`src/rtl/db_multi_pkg.sv`:
```
// Shared constants and helpers for the multi-channel debouncer.
package db_multi_pkg;

  // Auto-repeat phase encoding: waiting out the initial delay, then repeating at the rate.
  localparam logic PH_DELAY = 1'b0;
  localparam logic PH_RATE  = 1'b1;

  // Width of a counter that must hold values 0..max_val; never narrower than 1 bit.
  function automatic int cnt_width(input int max_val);
    return (max_val < 1) ? 1 : $clog2(max_val + 1);
  endfunction

endpackage

```
`src/rtl/db_chan.sv`:
```
// Single debounce channel: 2-flop synchronizer, symmetric tick-based debounce,
// registered level plus rise/fall pulses, and optional auto-repeat press pulses.
module db_chan
  import db_multi_pkg::*;
#(
  parameter int STABLE_TICKS = 1000,
  parameter int REPEAT_EN    = 1,
  parameter int REPEAT_DELAY = 50000,
  parameter int REPEAT_RATE  = 10000
) (
  input  logic clk,
  input  logic rstn,
  input  logic tick,
  input  logic x,
  output logic y,
  output logic rise,
  output logic fall,
  output logic press
);

  localparam int             CW       = cnt_width(STABLE_TICKS);
  localparam logic [CW-1:0]  CNT_LAST = CW'(STABLE_TICKS - 1);

  logic          s1;
  logic          xs;
  logic [CW-1:0] cnt;
  logic          flip;
  logic          rep_now;

  // Two-flop synchronizer for the asynchronous raw input.
  // NOTE: state is updated with non-blocking assignments so xs samples the old s1, giving two real stages.
  always_ff @(posedge clk or negedge rstn) begin
    if (!rstn) begin
      s1 <= 1'b0;
      xs <= 1'b0;
    end else begin
      s1 <= x;
      xs <= s1;
    end
  end

  // y flips on the tick that completes STABLE_TICKS consecutive differing ticks.
  assign flip = (xs != y) && tick && (cnt == CNT_LAST);

  // Debounce counter, clean level, and registered edge/press pulses.
  always_ff @(posedge clk or negedge rstn) begin
    if (!rstn) begin
      cnt   <= '0;
      y     <= 1'b0;
      rise  <= 1'b0;
      fall  <= 1'b0;
      press <= 1'b0;
    end else begin
      rise  <= flip & xs;
      fall  <= flip & ~xs;
      press <= (flip & xs) | rep_now;
      if (xs == y) begin
        cnt <= '0;
      end else if (tick) begin
        if (cnt == CNT_LAST) begin
          y   <= xs;
          cnt <= '0;
        end else begin
          cnt <= cnt + CW'(1);
        end
      end
    end
  end

  generate
    if (REPEAT_EN != 0) begin : g_rep
      localparam int            RMAX       = (REPEAT_DELAY > REPEAT_RATE) ? REPEAT_DELAY : REPEAT_RATE;
      localparam int            RW         = cnt_width(RMAX);
      localparam logic [RW-1:0] DELAY_LAST = RW'(REPEAT_DELAY - 1);
      localparam logic [RW-1:0] RATE_LAST  = RW'(REPEAT_RATE - 1);

      logic [RW-1:0] rcnt;
      logic          phase;
      logic          rep_hit;

      // A repeat fires on the tick where the counter reaches the terminal count of the current phase.
      // NOTE: rep_hit gets a default before any branch so no latch is inferred.
      always_comb begin
        rep_hit = 1'b0;
        if (y && tick) begin
          rep_hit = (phase == PH_DELAY) ? (rcnt == DELAY_LAST) : (rcnt == RATE_LAST);
        end
      end

      // Repeat counter and phase; a low level holds both at their idle values.
      always_ff @(posedge clk or negedge rstn) begin
        if (!rstn) begin
          rcnt  <= '0;
          phase <= PH_DELAY;
        end else if (!y) begin
          rcnt  <= '0;
          phase <= PH_DELAY;
        end else if (tick) begin
          if (rep_hit) begin
            rcnt  <= '0;
            phase <= PH_RATE;
          end else begin
            rcnt <= rcnt + RW'(1);
          end
        end
      end

      assign rep_now = rep_hit;
    end else begin : g_norep
      assign rep_now = 1'b0;
    end
  endgenerate

endmodule

```
`src/rtl/db_multi.sv`:
```
// N-channel debouncer: one shared prescaler tick fanned out to N independent channels.
module db_multi
  import db_multi_pkg::*;
#(
  parameter int N            = 4,
  parameter int TICK_DIV     = 1000,
  parameter int STABLE_TICKS = 1000,
  parameter int REPEAT_EN    = 1,
  parameter int REPEAT_DELAY = 50000,
  parameter int REPEAT_RATE  = 10000
) (
  input  logic         clk,
  input  logic         rstn,
  input  logic [N-1:0] x,
  output logic [N-1:0] y,
  output logic [N-1:0] rise,
  output logic [N-1:0] fall,
  output logic [N-1:0] press
);

  logic tick;

  generate
    if (TICK_DIV <= 1) begin : g_tick_every
      assign tick = 1'b1;
    end else begin : g_presc
      localparam int            TW    = cnt_width(TICK_DIV - 1);
      localparam logic [TW-1:0] TLAST = TW'(TICK_DIV - 1);

      logic [TW-1:0] tcnt;

      // Free-running prescaler 0..TICK_DIV-1.
      always_ff @(posedge clk or negedge rstn) begin
        if (!rstn) begin
          tcnt <= '0;
        end else if (tcnt == TLAST) begin
          tcnt <= '0;
        end else begin
          tcnt <= tcnt + TW'(1);
        end
      end

      assign tick = (tcnt == TLAST);
    end
  endgenerate

  generate
    for (genvar i = 0; i < N; i++) begin : g_chan
      db_chan #(
        .STABLE_TICKS (STABLE_TICKS),
        .REPEAT_EN    (REPEAT_EN),
        .REPEAT_DELAY (REPEAT_DELAY),
        .REPEAT_RATE  (REPEAT_RATE)
      ) u_chan (
        .clk   (clk),
        .rstn  (rstn),
        .tick  (tick),
        .x     (x[i]),
        .y     (y[i]),
        .rise  (rise[i]),
        .fall  (fall[i]),
        .press (press[i])
      );
    end
  endgenerate

endmodule

```
`config.mk`:
```
export PLATFORM = sky130hd
export DESIGN_NAME = db_multi
export DESIGN_NICKNAME = d
export VERILOG_FILES = /design/src/rtl/db_multi_pkg.sv /design/src/rtl/db_chan.sv /design/src/rtl/db_multi.sv
export SDC_FILE = /design/constraint.sdc
export NUM_CORES = 1
export LEC_CHECK = 0
export CAP_MARGIN = 40
export CORE_MARGIN = 3
export CORE_UTILIZATION = 52
export CTS_BUF_LIST = sky130_fd_sc_hd__clkbuf_8 sky130_fd_sc_hd__clkbuf_16
export CTS_CLUSTER_DIAMETER = 40
export CTS_CLUSTER_SIZE = 25
export DETAILED_ROUTE_END_ITERATION = 7
export DONT_BUFFER_PORTS = 1
export GPL_TIMING_DRIVEN = 0
export PLACE_DENSITY = 0.67
export SYNTH_ARGS = -nofsm -noshare
export SYNTH_HDL_FRONTEND = slang
export SYNTH_HIERARCHICAL = 1
export SYNTH_SLANG_ARGS = --single-unit
```
`constraint.sdc`:
```
create_clock -name clk -period 3.19 [get_ports clk]
set_input_delay 0.638 -clock clk [delete_from_list [all_inputs] [get_ports clk]]
set_output_delay 0.638 -clock clk [all_outputs]
set_load 0.01 [all_outputs]
```
==> results.cfg, run 1 <==
[outcome]
status = finished with violations
violations = negative hold slack

[synthesis]
ys_seq_elements = 142
synth_area_sq_um = 7230
yosysUniqueCellTypes = 71
avgSynthCellArea_sq_um = 10.1
synth_fa_ha_area_share_pct = 1.56
synth_cells = 718
ys_seq_area_share_pct = 49.1
synth_compound_area_share_pct = 12.9
synthSimpleGateAreaFrac_pct = 25.7
yosys_warnings = 6
ys.flop_type = dfrtp_1
synth_top_family_by_area = simple AND/OR/NAND/NOR gates
synth_xor_area_share_pct = 6.54
synth_mux_area_share_pct = 0.675
synth_edf_count = 0
syn_nets = 733
async_flop_share_pct = 100

[global_routing]
grt_pass1_wl_mm = 25.1
antenna_found_initial = 0
grt_max_degree = 143
grt-ovfl-total = 0
first_global_vias = 5397
groute.usage.overall_pct = 20.4

[timing]
skew_ps = 8.16
max_freq_mhz = 335
max_slew_margin_pct = 41.8
finalSetupTns_ps = 0
fin_ws_ps = 203
tightest_slew_ps = 860
hold_viol = 142
fin_crit_sh_pct = 93.6
drv_slew = 0
rsz0062_at_grt = no
whs_ps = -95.0
setup_viol = 0
fin_crit_ps = 2990

[setup_path]
crit_required_ps = 3540
crit_type = reg -> reg
cp.arrival_ps = 3330
cp.depth = 11
cp_cell_sequence = ha_2, nand3_1, nor3_4, and3_1, clkbuf_4, buf_4, or2b_4, or3b_1, buf_2, or4_4, a21oi_2
cpLargestDelayFamily = simple AND/OR/NAND/NOR gates
startpoint_type = flip-flop
r2r_cells = 11
slowest_delay_ps = 530
crit_path_top_delay_cell = or4_4
cp-end-kind = flip-flop
crit_fanout = 11
crit_buf_inv = 3

[detailed_routing]
drt_iter0_drc = 399
wl_mm = 14.1
drcViolationCount = 0
vias = 5475
viasPerCell = 5.91
routedWlPerCell_um = 15.2
ant_nets = 0
drt_first_pass_iters = 5

[clocking]
ctsRootBufferMaster = clkbuf_16
clock_latency_ps = 420
clk_pin_slew_ps = 60
cts_tree = built
numCtsBuffers = 17
cts_max_path_buffers = 2
htree_levels = 4
numClockSinks = 142

[cells_and_area]
final_cell_mix = dfrtp_1 (142), nand2_1 (69), nor2_1 (64)
syn_to_final_growth_pct = 12.0
drive_gt1_share_pct = 11.9
final_nets = 752
postLayoutCoreUtil_pct = 60.4
final_common_cell = dfrtp_1
antennaDiodeCount = 0

[pwr]
powerDensity_nw_per_um2 = 478
finalPower_mw = 3.87
ir_drop_mv = 0.343
p_leak_nw = 3.37

[floorplan]
num_io_pins = 22
die_h_um = 124
rows = 42
die_x_um = 124
core_area_sq_um = 13400
initial_core_util_pct = 54.0
die_area_sq_um = 15400

[placed_design]
finalWeightedCongestion = 0.876
place_ws_ps = 81.5
dp.final_hpwl_mm = 9.24
io_buffers = 0

[worst_hold_path]
hp-class = in -> async

[flow_run]
drv_cap = 0
flip-flops by register name, summed over array words and instances, names as in the netlist:
name / count
g_chan.u_chan/fall: 4
g_chan.u_chan/press: 4
g_chan.u_chan/y: 4
g_chan.u_chan/cnt: 40
g_chan.u_chan/rise: 4
g_chan.u_chan/g_rep.rcnt: 64
g_chan.u_chan/xs: 4
g_chan.u_chan/s1: 4
g_chan.u_chan/g_rep.phase: 4
g_presc.tcnt: 10
power by group:
part / total, mW / switching [mW] / internal (mW)
clock: 2.05 / 0.741 / 1.31
sequential: 1.81 / 0.00429 / 1.81
combinational: 0.0165 / 0.0117 / 0.00486
kinds of logic after synthesis:
| group | count (synthesis) |
|---|---|
| simple gates | 324 |
| flops | 142 |
| compound gates | 140 |
| xor+xnor | 54 |
| buf+inv | 45 |
| fa+ha+maj | 9 |
| mux | 4 |
worst reg2reg max path: stages (launching register included):
cell      delay (ps)
dfrtp_1          410
ha_2             240
nand3_1          130
nor3_4           180
and3_1           170
clkbuf_4         210
buf_4            210
or2b_4           170
or3b_1           340
buf_2            180
or4_4            530
a21oi_2          150
metal layers:
layer  GRT usage, %  vias up  part of all wire (%)
li1               -     2648                     -
met1           26.6     2735                    46
met4           5.61        0                  0.75
met2           33.1       83                    49
met3           6.36        9                   3.8
met5              0        -                     0
worst paths after layout:
check	end	from	slack [ps]
max	g_chan[0].u_chan/g_rep.rcnt[13]	g_presc.tcnt[0]	200
min	g_chan[0].u_chan/g_rep.rcnt[15]	rstn	-90
max reg2reg	g_chan[0].u_chan/g_rep.rcnt[13]	g_presc.tcnt[0]	200
min reg2reg	g_chan[0].u_chan/xs	g_chan[0].u_chan/s1	350
max in group asynchronous	g_chan[1].u_chan/cnt[4]	rstn	3120
min in group clk	g_chan[0].u_chan/s1	x[0]	240
stage by stage:
stage / area, sq um / instances
2_1_floorplan: 7230 / 718
3_3_place_gp: 7450 / 894
3_5_place_dp: 7450 / 894
4_1_cts: 8070 / 926
5_1_grt: 8100 / 926
6_report: 8100 / 926
repair_timing:
action                     4_1_cts  5_1_grt
setup endpoints to repair        0       23
setup buffers                    0        0
resized for setup                0        6
hold endpoints to repair       142      142
cells in the mapped netlist, types with 5 or more instances:
cell	instances	area share [%]
a21oi_1	28	1.9
and2_1	5	0.43
o31ai_1	16	1.7
nand2_1	69	3.6
nand2b_1	5	0.43
and3_1	22	1.9
inv_1	17	0.88
dfrtp_1	142	49
xor2_1	45	5.5
a21boi_0	6	0.62
a31oi_1	12	1.0
nand3_1	44	3.0
ha_1	9	1.6
clkbuf_1	6	0.31
o21ai_0	37	2.6
nor3b_1	9	0.93
buf_2	9	0.62
or4_1	12	1.2
nor3_1	7	0.48
nor2_1	64	3.3
xnor2_1	9	1.1
nor2b_1	5	0.43
nor4bb_1	8	1.1
or3_1	7	0.61
nand4_1	25	2.2
buf_6	8	1.2
layout make-up:
type | count | area (sq um)
well taps | 176 | 220
clock buffers | 21 | 480
fillers | 1146 | 5300
flip-flops and latches | 142 | 3550
inverters | 19 | 71.3
clock inverters | 11 | 140
plain buffers | 26 | 183
multi-input cells | 531 | 3450
Power figures use the tool's default switching activity.
==> run 2: changes to the inputs <==
- CORE_MARGIN: 3 -> default
- clock period: 3.19 -> 3 ns (I/O delays scaled with it)
==> run 2 against run 1 <==
Net effect: the flow still finishes with violations (negative hold slack); clock-buffer cell count fell by 1; register-to-register slack got worse by 20 ps; final area up 0.20%; sequential power up 7%; clock skew down 1.8 ps; wire length is 4.5% lower; flip-flop and latch count did not move; clock power is 4% higher; total power rose by 5.5%; via count fell by 0.97%; cell count did not move; die area down 6.4%; critical path type unchanged; critical endpoint unchanged.
==> results.cfg, run 2 (synthesized netlist as in run 1, its figures left out) <==
[detailed_routing]
ant_nets = 0
routedWlPerCell_um = 14.5
vias = 5422
wl_mm = 13.4
drcViolationCount = 0
drt_iter0_drc = 353
viasPerCell = 5.86
drt_first_pass_iters = 5

[timing]
drv_slew = 0
fin_crit_ps = 2820
tightest_slew_ps = 833
rsz0062_at_grt = no
skew_ps = 6.35
max_slew_margin_pct = 43.6
setup_viol = 0
hold_viol = 142
fin_ws_ps = 179
finalSetupTns_ps = 0
fin_crit_sh_pct = 94.0
whs_ps = -128
max_freq_mhz = 354

[global_routing]
grt_pass1_wl_mm = 23.8
first_global_vias = 5210
groute.usage.overall_pct = 20.6
grt-ovfl-total = 0
grt_max_degree = 143
antenna_found_initial = 0

[floorplan]
die_area_sq_um = 14400
rows = 42
die_h_um = 120
num_io_pins = 22
initial_core_util_pct = 54.0
core_area_sq_um = 13400
die_x_um = 120

[cells_and_area]
finalInstanceArea_sq_um = 8120
top_regs = g_chan.u_chan/g_rep.rcnt x64, g_chan.u_chan/cnt x40, g_presc.tcnt x10
largest_reg_flops = 64
antennaDiodeCount = 0
regMostFlops = g_chan.u_chan/g_rep.rcnt
final_cell_mix = dfrtp_1 (141), nand2_1 (69), nor2_1 (64)
drive_gt1_share_pct = 12.4
syn_to_final_growth_pct = 12.2
postLayoutCoreUtil_pct = 60.6
final_common_cell = dfrtp_1
final_nets = 753

[setup_path]
crit_required_ps = 3350
startpoint_type = flip-flop
cp.arrival_ps = 3170
rrSetupSlack_ps = 180
timing.rr.start = g_presc.tcnt[1]
crit_start = g_presc.tcnt[1]
crit_type = reg -> reg
crit_end = g_chan[0].u_chan/g_rep.rcnt[13]
cp-end-kind = flip-flop
r2r_end = g_chan[0].u_chan/g_rep.rcnt[13]
r2r_cells = 11
crit_fanout = 11

[clocking]
htree_levels = 4
cts_tree = built
clk_pin_slew_ps = 60
numCtsBuffers = 17
ctsRootBufferMaster = clkbuf_16
cts_max_path_buffers = 2
clock_latency_ps = 430
numClockSinks = 142

[placed_design]
dpl_cell_area_sq_um = 7450
place_ws_ps = -126
dp.final_hpwl_mm = 8.98
io_buffers = 0
finalWeightedCongestion = 0.820

[worst_hold_path]
hp-class = in -> async

[flow_run]
drv_cap = 0

[outcome]
violations = negative hold slack
status = finished with violations

[pwr]
p_leak_nw = 3.37
powerDensity_nw_per_um2 = 504
ir_drop_mv = 0.387
run 2: through the flow:
stage / std cells / power (mW) / hold WS (ps)
after global placement: 894 / 1.98 / 308
after global routing: 926 / 4.22 / -158
final: 926 / 4.09 / -128
after detailed placement: 894 / 1.98 / 309
after CTS: 925 / 4.15 / -151
after floorplan: 718 / 1.97 / 304
run 2: routing by layer:
metal | vias to the layer above | wire, um | GRT usage (%)
met4 | 0 | 181 | 8.28
met5 | - | 0 | 0
met2 | 67 | 6520 | 33.5
met3 | 16 | 467 | 5.66
met1 | 2680 | 6250 | 25.9
li1 | 2659 | - | -
run 2: timing repair:
action	4_1_cts	5_1_grt
endpoints found under the hold margin	142	142
gates resized for setup	2	9
buffers inserted	0	1
setup endpoints to repair	11	25
pin swaps	0	1
run 2: where the power goes:
group | switching [mW] | total, mW | internal (mW)
Sequential | 0.00437 | 1.93 | 1.92
Clock | 0.783 | 2.14 | 1.36
Combinational | 0.0124 | 0.0176 | 0.00516
Total | 0.799 | 4.09 | 3.29
run 2: cell type report:
type,count,area [sq um]
Tap cell,176,220
Buffer,26,190
Clock buffer,20,467
Timing Repair Buffer,1,7.51
Sequential cell,142,3550
Fill cell,1085,5290
Inverter,19,71.3
Multi-Input combinational cell,531,3460
Clock inverter,11,141
run 2: worst min-delay path by stage:
stage | startpoint | endpoint | slack, ps
2_1_floorplan | rstn | g_chan[0].u_chan/cnt[0] | 300
3_3_place_gp | rstn | g_chan[0].u_chan/g_rep.rcnt[14] | 310
3_5_place_dp | rstn | g_chan[0].u_chan/g_rep.rcnt[14] | 310
4_1_cts | rstn | g_chan[0].u_chan/g_rep.rcnt[4] | -150
5_1_grt | rstn | g_chan[0].u_chan/g_rep.rcnt[9] | -160
6_report | rstn | g_chan[0].u_chan/g_rep.rcnt[14] | -130
run 2: worst max-delay path, cell delays in order (launching register included):
cell and delay [ps]:
dfrtp_1 420, ha_4 180, nand3_2 100, nor3_4 220, and3_4 210, buf_6 150, buf_6 140, or2b_4 150
or3b_1 330, buf_2 180, or4_4 520, a21oi_2 140
==> run 3: changes to the inputs <==
- GPL_ROUTABILITY_DRIVEN: default -> 1
==> results of run 3 <==
No change in the layout: final DEF, timing and power equal those of run 2.
